--- config.mk ---
export PLATFORM = sky130hd
export DESIGN_NAME = ex_mem_pipeline_buffer
export DESIGN_NICKNAME = d
export VERILOG_FILES = /design/src/rtl/ex_mem_pipeline_buffer.sv
export SDC_FILE = /design/constraint.sdc
export NUM_CORES = 1
export LEC_CHECK = 0
export CORE_UTILIZATION = 45
export CTS_CLUSTER_DIAMETER = 150
export CTS_CLUSTER_SIZE = 16
export DETAILED_ROUTE_END_ITERATION = 8
export GPL_ROUTABILITY_DRIVEN = 0
export HOLD_SLACK_MARGIN = 0.15
export PLACE_DENSITY = 0.77
export SYNTH_ARGS = -nofsm -noshare
export SYNTH_HDL_FRONTEND = slang
export SYNTH_SLANG_ARGS = --single-unit
export TNS_END_PERCENT = 5
--- constraint.sdc ---
create_clock -name clk -period 8.1 [get_ports clk]
set_input_delay 1.215 -clock clk [delete_from_list [all_inputs] [get_ports clk]]
set_output_delay 1.215 -clock clk [all_outputs]
set_load 0.01 [all_outputs]
--- src/rtl/ex_mem_pipeline_buffer.sv ---
// ex_mem_pipeline_buffer
// EX->MEM pipeline buffer: a DEPTH-entry FIFO of execute-stage results with
// valid/ready handshakes on both sides. Issue of a data-cache access is held
// back while MAX_OUTSTANDING accesses are still waiting for mem_done.
// All state changes on the falling edge of clk.
//
// Ports
//   clk, rst                 clock (falling-edge active), sync active-high reset
//   in_valid / in_ready      enqueue handshake from the execute stage
//   *_in                     entry payload (words, register index, control flags)
//   out_valid / out_ready    dequeue handshake to the memory stage
//   *_out                    head-entry payload (zero when empty)
//   mem_done                 pulse: one issued d-cache access completed
//   stall                    freeze enqueue and dequeue
//   flush                    drop every queued entry
//   count                    entries currently held
//   outstanding              issued d-cache accesses not yet completed
module ex_mem_pipeline_buffer #(
  parameter int WORD_WIDTH           = 32,
  parameter int REGISTER_INDEX_WIDTH = 5,
  parameter int DEPTH                = 2,
  parameter int MAX_OUTSTANDING      = 1
) (
  input  logic                                   clk,
  input  logic                                   rst,
  input  logic                                   in_valid,
  output logic                                   in_ready,
  input  logic [WORD_WIDTH-1:0]                  instruction_in,
  input  logic [WORD_WIDTH-1:0]                  alu_result_in,
  input  logic [WORD_WIDTH-1:0]                  extended_inmediate_in,
  input  logic [WORD_WIDTH-1:0]                  second_register_in,
  input  logic [REGISTER_INDEX_WIDTH-1:0]        destination_register_in,
  input  logic                                   alu_zero_in,
  input  logic                                   cu_mem_to_reg_in,
  input  logic                                   cu_reg_write_in,
  input  logic                                   cu_d_cache_access_in,
  input  logic                                   cu_d_cache_op_in,
  input  logic                                   cu_is_byte_op_in,
  output logic                                   out_valid,
  input  logic                                   out_ready,
  output logic [WORD_WIDTH-1:0]                  instruction_out,
  output logic [WORD_WIDTH-1:0]                  alu_result_out,
  output logic [WORD_WIDTH-1:0]                  extended_inmediate_out,
  output logic [WORD_WIDTH-1:0]                  second_register_out,
  output logic [REGISTER_INDEX_WIDTH-1:0]        destination_register_out,
  output logic                                   alu_zero_out,
  output logic                                   cu_mem_to_reg_out,
  output logic                                   cu_reg_write_out,
  output logic                                   cu_d_cache_access_out,
  output logic                                   cu_d_cache_op_out,
  output logic                                   cu_is_byte_op_out,
  input  logic                                   mem_done,
  input  logic                                   stall,
  input  logic                                   flush,
  output logic [$clog2(DEPTH):0]                 count,
  output logic [$clog2(MAX_OUTSTANDING+1)-1:0]   outstanding
);

  localparam int PTR_W = $clog2(DEPTH);
  localparam int CNT_W = PTR_W + 1;
  localparam int OUT_W = $clog2(MAX_OUTSTANDING + 1);

  typedef struct packed {
    logic [WORD_WIDTH-1:0]           instruction;
    logic [WORD_WIDTH-1:0]           alu_result;
    logic [WORD_WIDTH-1:0]           ext_imm;
    logic [WORD_WIDTH-1:0]           second_reg;
    logic [REGISTER_INDEX_WIDTH-1:0] dest;
    logic                            alu_zero;
    logic                            mem_to_reg;
    logic                            reg_write;
    logic                            d_cache_access;
    logic                            d_cache_op;
    logic                            is_byte;
  } entry_t;

  entry_t           mem [DEPTH];
  entry_t           wr_entry;
  entry_t           head;
  logic [PTR_W-1:0] wr_ptr;
  logic [PTR_W-1:0] rd_ptr;
  logic             full;
  logic             empty;
  logic             blocked;
  logic             enq;
  logic             deq;
  logic             mem_issue;

  assign full    = (count == CNT_W'(DEPTH));
  assign empty   = (count == '0);
  assign blocked = head.d_cache_access & (outstanding == OUT_W'(MAX_OUTSTANDING));

  assign in_ready  = ~full & ~stall & ~flush;
  assign out_valid = ~empty & ~blocked & ~stall & ~flush;
  assign enq       = in_valid & in_ready;
  assign deq       = out_valid & out_ready;
  assign mem_issue = deq & head.d_cache_access;

  always_comb begin
    wr_entry                = '0;
    wr_entry.instruction    = instruction_in;
    wr_entry.alu_result     = alu_result_in;
    wr_entry.ext_imm        = extended_inmediate_in;
    wr_entry.second_reg     = second_register_in;
    wr_entry.dest           = destination_register_in;
    wr_entry.alu_zero       = alu_zero_in;
    wr_entry.mem_to_reg     = cu_mem_to_reg_in;
    wr_entry.reg_write      = cu_reg_write_in;
    wr_entry.d_cache_access = cu_d_cache_access_in;
    wr_entry.d_cache_op     = cu_d_cache_op_in;
    wr_entry.is_byte        = cu_is_byte_op_in;
  end

  // Flush leaves stale slots in storage, so the head view is masked when empty.
  always_comb begin
    head = '0;
    if (!empty) head = mem[rd_ptr];
  end

  assign instruction_out          = head.instruction;
  assign alu_result_out           = head.alu_result;
  assign extended_inmediate_out   = head.ext_imm;
  assign second_register_out      = head.second_reg;
  assign destination_register_out = head.dest;
  assign alu_zero_out             = head.alu_zero;
  assign cu_mem_to_reg_out        = head.mem_to_reg;
  assign cu_reg_write_out         = head.reg_write;
  assign cu_d_cache_access_out    = head.d_cache_access;
  assign cu_d_cache_op_out        = head.d_cache_op;
  assign cu_is_byte_op_out        = head.is_byte;

  always_ff @(negedge clk) begin
    if (rst) begin
      for (int unsigned i = 0; i < DEPTH; i++) mem[PTR_W'(i)] <= '0;
      wr_ptr      <= '0;
      rd_ptr      <= '0;
      count       <= '0;
      outstanding <= '0;
    end else begin
      if (flush) begin
        wr_ptr <= '0;
        rd_ptr <= '0;
        count  <= '0;
      end else begin
        if (enq) begin
          mem[wr_ptr] <= wr_entry;
          wr_ptr      <= wr_ptr + 1'b1;
        end
        if (deq) rd_ptr <= rd_ptr + 1'b1;
        if (enq && !deq)      count <= count + 1'b1;
        else if (!enq && deq) count <= count - 1'b1;
      end
      // Completions are counted even under stall/flush: issued accesses
      // still finish. A same-cycle issue and completion cancel out.
      if (mem_issue && !mem_done)
        outstanding <= outstanding + 1'b1;
      else if (!mem_issue && mem_done && outstanding != '0)
        outstanding <= outstanding - 1'b1;
    end
  end

endmodule

# [After elaboration in Yosys (flattened, before gate mapping)]
# Memories as Yosys holds them, arrays and structs flattened. A register that Yosys moved wholly into a read port is not among the register bits.
# Index checks and enable logic that the tools add are counted.
# Widths: inputs -> output; s select.
[word_totals] register_bits=5 mem_bits_rw=278 input_bits=146 out_inout_bits=144 elab_cells=56 n_memories=1
[op_classes] addsub=6 n_eq_ne=1 n_mux=16 bitwise_logic=14 n_reduce_logical=14
[memory_table] name="mem" depth=2 word_bits=139 read_ports=1 rd_clocked_by_memory_dff=1 write_ports=2 line="77" rtl="entry_t mem [DEPTH];"
[ops] op="$mux 139" count=2
[ops] op="$reduce_or 139->1" count=1
[ops] op="$mux 1" count=12
[ops] op="$and 1x1->1" count=9
[ops] op="$logic_and 1x1->1" count=5
[ops] op="$not 1->1" count=5
[ops] op="$logic_not 1->1" count=4
[ops] op="$mux 2" count=2
[ops] op="$reduce_bool 2->1" count=2
[ops] op="$add 1x1->1 const B" count=3
[ops] op="$add 2x1->2 const B" count=1
[ops] op="$eq 2x2->1 const B" count=1
[ops] op="$logic_not 2->1" count=1
[ops] op="$reduce_or 2->1" count=1
[ops] op="$sub 2x1->2 const B" count=1
[ops] op="$sub 1x1->1 const B" count=1

# [Logic depth before layout (Yosys ltp)]
# Gate-level depths: netlist of run 1.
[logic_depth] ltp_word=14 depth_mapped=7 mapped_depth_nobuf=6

==> metrics.txt, run 1 <==
Hold Vio Cnt, Final=0; Pwr Total=3480 uW; register bit total from synthesis=284; Fillers=2,204; Worst EP required=around 7 ns; antenna-violating nets left=0; Worst Tran Pin Value=roughly 0.70 ns; Initial Util=0.460; Leak=0.00696 uW; Mapped Cells=1,089; leading cell types in the layout, fill and taps excluded=nor2_1 (419), clkdlybuf4s50_1 (288), inv_1 (286); nets=1,769; Pwr per Cell Area=196 nW/um^2; clock buffer depth=3; fin util=0.634; Arr. time, crit path=6.48 ns; Syn Std Cell Area=12,800 sq um; IO buf count=289; vias in the first global route=~11k; worst-path cell with the longest stage delay=clkdlybuf4s50_1; area leader, netlist=edfxtp_1; Pins Over Slew Limit=0; Yosys cell types=25; initial antenna violation count=1; H-Tree Depth=1; CTS sink count=between 200 and 300; Seq/Total Area, Yosys=0.659; Die H=171 microns; Ports=290; routed vias=between 9k and 10k; DR iter-0 viols=702; Clock Skews=0.0279 ns; All-Layer GR Usage=0.216; maximum vdd drop=0.141 mV; Wirelength per Cell=roughly 16 microns; clk slew on worst S/H paths=0.03 ns; worst skew pair latency=about 0.58 ns; CTS Hold Bufs=0; CTS resizes=0; Core Footprint=between 20,000 and 30,000 sq um; first-pass GRT wire length=49,300 microns; Setup violations, final=0; Crit Path Max Fanout=51; Largest stage delay, worst path=0.58 ns; Rel. slew slack=0.531; CP cell instances=buf_12 > mux2i_1 > nor2_1 > clkdlybuf4s50_1; Routed WL=31,900 microns; clk root buf=clkbuf_16; max cap viols=0; Net Count, Synth=1,236; CP Launch Type=flop; CTS tree=built; layout cells sized above 1=0.0290; Synth area leaders=edfxtp_1 (65%), nor2_1 (12%), mux2i_1 (11%); Hold Path Class=reg2reg; Ys Warns=0; Num CTS Buffers=21; outcome=finished clean; RSZ-0062 raised after global routing=false; Vias/cell=4.95; nature of the critical path endpoint=output pin; global route total overflow=0; setup bufs post-CTS=0; # DRC=0; Avg Inst Size Synth=11.8 sq um; die width=approximately 170 microns; Yosys top cell area share=0.650; commonest non-fill, non-tap cell in the layout=nor2_1; Die Footprint=between 20,000 and 30,000 sq um; area growth from synthesis to layout=37.9%; largest net degree at the start of global routing=141; dpl hpwl=18,200 microns; row count=61; WS Path Type=reg2out; first-pass iteration count of the detailed router=7
final cells by class:
class	count	area, sq um	share of cell area
inverters	2	7.51	0.000424
clock buffers	21	526	0.0297
multi-input cells	725	4060	0.229
well taps	378	473	0.0267
flip-flops and latches	284	8470	0.478
clock inverters	285	1070	0.0605
repair buffers	304	3100	0.175
diodes	1	2.50	0.000141
metrics by stage:
stage	cells	worst slack, ns	hold WS [ns]	cell area [sq um]	TNS, ns
after floorplan	1089	-1.56	0.456	12800	-217.45
after global placement	1694	0.695	0.473	16100	0
after detailed placement	1694	0.627	0.530	16100	0
after CTS	1999	0.349	0.534	17700	0
after global routing	2000	0.274	0.535	17700	0
final	2000	0.404	0.522	17700	0
synth_stat cells:
master	instances
nor2_1	420
edfxtp_1	278
nand2b_1	142
mux2i_1	140
clkbuf_1	43
buf_2	33
dfxtp_1	6
inv_1	3
or2_2	3
a21oi_1	2
and2_1	2
nand4_1	2
or3_1	2
xor2_1	2
a2111o_1	1
a211oi_1	1
a31o_2	1
a41oi_1	1
and3_1	1
buf_1	1
ha_1	1
mux2_4	1
nand2_1	1
nor3_1	1
o21ai_0	1
cells by family after synthesis:
logic type | share of synthesized area
buffers and inverters | 0.0266
flip-flops | 0.659
XOR/XNOR | 0.00136
AND/OR/NAND/NOR | 0.197
AO/OA/AOI/OAI | 0.00399
adder cells (fa/ha/maj) | 0.000974
multiplexers | 0.110
worst max-delay path: cells and delay by family, from the launching register on:
family        cells  cell delay [ns]
simple gates      1             0.19
mux               1             0.14
buf+inv           2             0.95
flops             1             0.53
registers in the layout (all words and copies together), names as in the netlist, named ones only:
register,count
count,2
rd_ptr,1
mem,278
wr_ptr,1
outstanding,1
power by group:
part | total, uW | internal (uW) | switching, uW | leakage [uW]
Combinational | 280 | 137 | 143 | 0.00227
Clock | 1480 | 647 | 836 | 0.00178
Sequential | 1710 | 1690 | 18.4 | 0.00292
layer usage:
layer / global-route usage / wire (microns)
met5: 0 / 0
met3: 0.0664 / 2310
met2: 0.368 / 16400
met4: 0.109 / 652
met1: 0.245 / 12500
worst paths after layout:
check | startpoint | to | slack [ns] | cells after the start
min reg2reg | rd_ptr | rd_ptr | 0.52 | 2
max | flop | alu_result_out[4] | 0.40 | 4
max reg2reg | flop | count[1] | 5.84 | 5
min | rd_ptr | rd_ptr | 0.52 | 2
Power figures use the tool's default switching activity.
==> run 2, diff against run 1 <==
Settings changed: PLACE_DENSITY 0.77 to 0.8.
Clock period 8.1 ns to 6.3 ns, I/O delays scaled along.
==> run 2 against run 1 <==
Compared with the run above: the flow now finishes with violations (setup timing); sequential cell count unchanged; die area unchanged; non-clock buffer count up 14; combinational power up 31%; power up 29%; routed wire length up 4.1%; hold slack worse by 0.036 ns; clock skew down 0.011 ns; sequential power up 29%; register-to-register slack worse by 1.9 ns; via count up 1.0%; critical path depth unchanged.
==> metrics.txt, run 2 (same netlist as run 1, synthesis figures left out) <==
outcome=finished, violations left (was finished clean); failing checks=setup timing; final setup TNS=-0.0311 ns (was 0 ns); antenna-violating nets left=0 (unchanged); Ports=290 (unchanged); Fillers=2,089 (was 2,204); Die H=171 microns (unchanged); Top Registers=mem: 278 flops, count: 2 flops (unchanged); layout cells sized above 1=0.0404 (was 0.0290); hold worst-path end=rd_ptr (unchanged); R2R cell count=6 (was 5); Clock Skews=0.0171 ns (was 0.0279 ns); max cap viols=0 (unchanged); Crit Path Max Fanout=67 (was 51); clk root buf=clkbuf_16 (unchanged); CP Launch Type=flop (unchanged); Core Footprint=27,900 sq um (unchanged); Arr. time, crit path=5.37 ns (was 6.48 ns); Pwr Total=4480 uW (was 3480 uW); Routed WL=33,200 microns (was 31,900 microns); max FFs per register=278 (unchanged); Hold Vio Cnt, Final=0 (unchanged); worst-path cell with the longest stage delay=clkdlybuf4s50_1 (unchanged); row count=61 (unchanged); wire length on met3=2260 microns (was 2310 microns); leading cell types in the layout, fill and taps excluded=nor2_1 (418), inv_1 (286), edfxtp_1 (278) (was nor2_1 (419), clkdlybuf4s50_1 (288), inv_1 (286)); # diodes=0 (was 1); Min-Delay Startpoint=rd_ptr (unchanged); worst hold stages=2 (unchanged); Num CTS Buffers=21 (unchanged); dpl hpwl=18,400 microns (was 18,200 microns); initial antenna violation count=0 (was 1); reg2reg setup slack=3.97 ns (was 5.84 ns); Vias/cell=4.96 (was 4.95); nets=1,783 (was 1,769); DR top layer=met4 (unchanged); IO buf count=289 (unchanged); first-pass GRT wire length=50,600 microns (was 49,300 microns); vias in the first global route=10.7k (was 10.6k); Initial Util=0.460 (unchanged); final instance area=18,100 sq um (was 17,700 sq um); CTS sink count=284 (unchanged); clk slew on worst S/H paths=0.04 ns (was 0.03 ns); CTS tree=built (unchanged); RSZ-0062 raised after global routing=true (was false); WS Path Type=reg2out (unchanged); Leak=0.00809 uW (was 0.00696 uW); met2 routed WL=17,200 microns (was 16,400 microns); family with the most delay on the worst path=buffers and inverters (unchanged); Hold Path Class=reg2reg (unchanged); DR iter-0 viols=635 (was 702); nature of the critical path endpoint=output pin (unchanged); Wirelength per Cell=16.5 microns (was 16.0 microns); Pins Over Slew Limit=0 (unchanged); multi-input logic area=4080 sq um (was 4060 sq um); Placed Area=16,200 sq um (was 16,100 sq um); crit path buf inv count=2 (unchanged); largest register by flop count=mem (unchanged); Die Footprint=29,200 sq um (unchanged); area growth from synthesis to layout=41.1% (was 37.9%); All-Layer GR Usage=0.221 (was 0.216); dpl cells=1,700 (was 1,694); maximum vdd drop=0.148 mV (was 0.141 mV); R2R Path End=count[1] (unchanged); routed vias=9,992 (was 9,891); die width=171 microns (unchanged); Rel. slew slack=0.546 (was 0.531); # DRC=0 (unchanged); Non-Filler Instances=2,013 (was 2,000); commonest non-fill, non-tap cell in the layout=nor2_1 (unchanged); sequential cell area=8470 sq um (about the same); H-Tree Depth=1 (unchanged); first-pass iteration count of the detailed router=5 (was 7); Final WS setup=-0.0161 ns (was 0.404 ns); Worst Tran Pin Value=0.680 ns (was 0.703 ns); Worst EP required=5.35 ns (was 6.88 ns); worst skew pair latency=0.58 ns (about the same); Largest stage delay, worst path=0.52 ns (was 0.58 ns); Setup violations, final=2 (was 0); clock buffer depth=3 (unchanged); global route total overflow=0 (unchanged); Pwr per Cell Area=247 nW/um^2 (was 196 nW/um^2); largest net degree at the start of global routing=140 (was 141); CP cell instances=nor2_4 > buf_12 > nor2_1 > clkdlybuf4s50_1 (was buf_12 > mux2i_1 > nor2_1 > clkdlybuf4s50_1); wire length on met1=13,000 microns (was 12,500 microns)
run 2: cell count changes in the layout (fill, tap and decap cells not counted), moves of 2 or more:
| cell | before | now |
|---|---|---|
| buf_12 | 8 | 11 |
| buf_16 | 0 | 3 |
| buf_4 | 8 | 10 |
| buf_6 | 0 | 3 |
| bufbuf_16 | 0 | 2 |
| clkdlybuf4s50_1 | 288 | 222 |
| dlygate4sd2_1 | 0 | 17 |
| dlymetal6s2s_1 | 0 | 49 |
| mux2i_1 | 140 | 137 |
| mux2i_2 | 0 | 2 |
run 2: metal layers:
| metal | track usage | up-vias |
|---|---|---|
| met4 | 0.119 | 0 |
| met1 | 0.249 | 4754 |
| met3 | 0.0678 | 73 |
| met5 | 0 | - |
| met2 | 0.377 | 412 |
| li1 | - | 4753 |
run 2: repair_timing:
item / 4_1_cts / 5_1_grt
setup endpoints to repair: 82 / 101
cloned: 3 / 1
hold buffers: 0 / 0
gates resized for setup: 23 / 55
setup buffers: 3 / 1
run 2: power breakdown:
part / internal, uW / leakage (uW) / total, uW / switching [uW]
Sequential: 2180 / 0.00292 / 2200 / 24.2
Clock: 832 / 0.00178 / 1920 / 1080
Combinational: 181 / 0.00339 / 366 / 185
Total: 3190 / 0.00809 / 4480 / 1290
run 2: worst max-delay path by stage:
stage	from	endpoint	depth (start not counted)
6_report	count[0]	second_register_out[20]	4
5_1_grt	flop	second_register_out[20]	5
4_1_cts	flop	instruction_out[17]	4
3_5_place_dp	flush	count[1]	6
3_3_place_gp	flush	count[1]	6
2_1_floorplan	stall	mem[1][0]	4
run 2: per-stage QoR:
step / setup slack [ns] / hold WS [ns] / utilization
final: -0.0161 / 0.486 / 0.649
after global routing: -0.117 / 0.507 / 0.649
after CTS: -0.0638 / 0.488 / 0.642
after detailed placement: 0.0871 / 0.484 / 0.581
after global placement: 0.133 / 0.474 / 0.581
after floorplan: 0.120 / 0.456 / -
run 2: layout make-up:
type                            count  area share
Sequential cell                   284       0.468
Multi-Input combinational cell    725       0.225
Inverter                            2    0.000414
Clock buffer                       21      0.0290
Tap cell                          378      0.0261
Timing Repair Buffer              318       0.192
Clock inverter                    285      0.0592
run 2: tightest hold or removal path, cell delays in order (launching register included):
cell     delay (ns)
dfxtp_1        0.29
nand2_1        0.07
mux2i_1        0.07
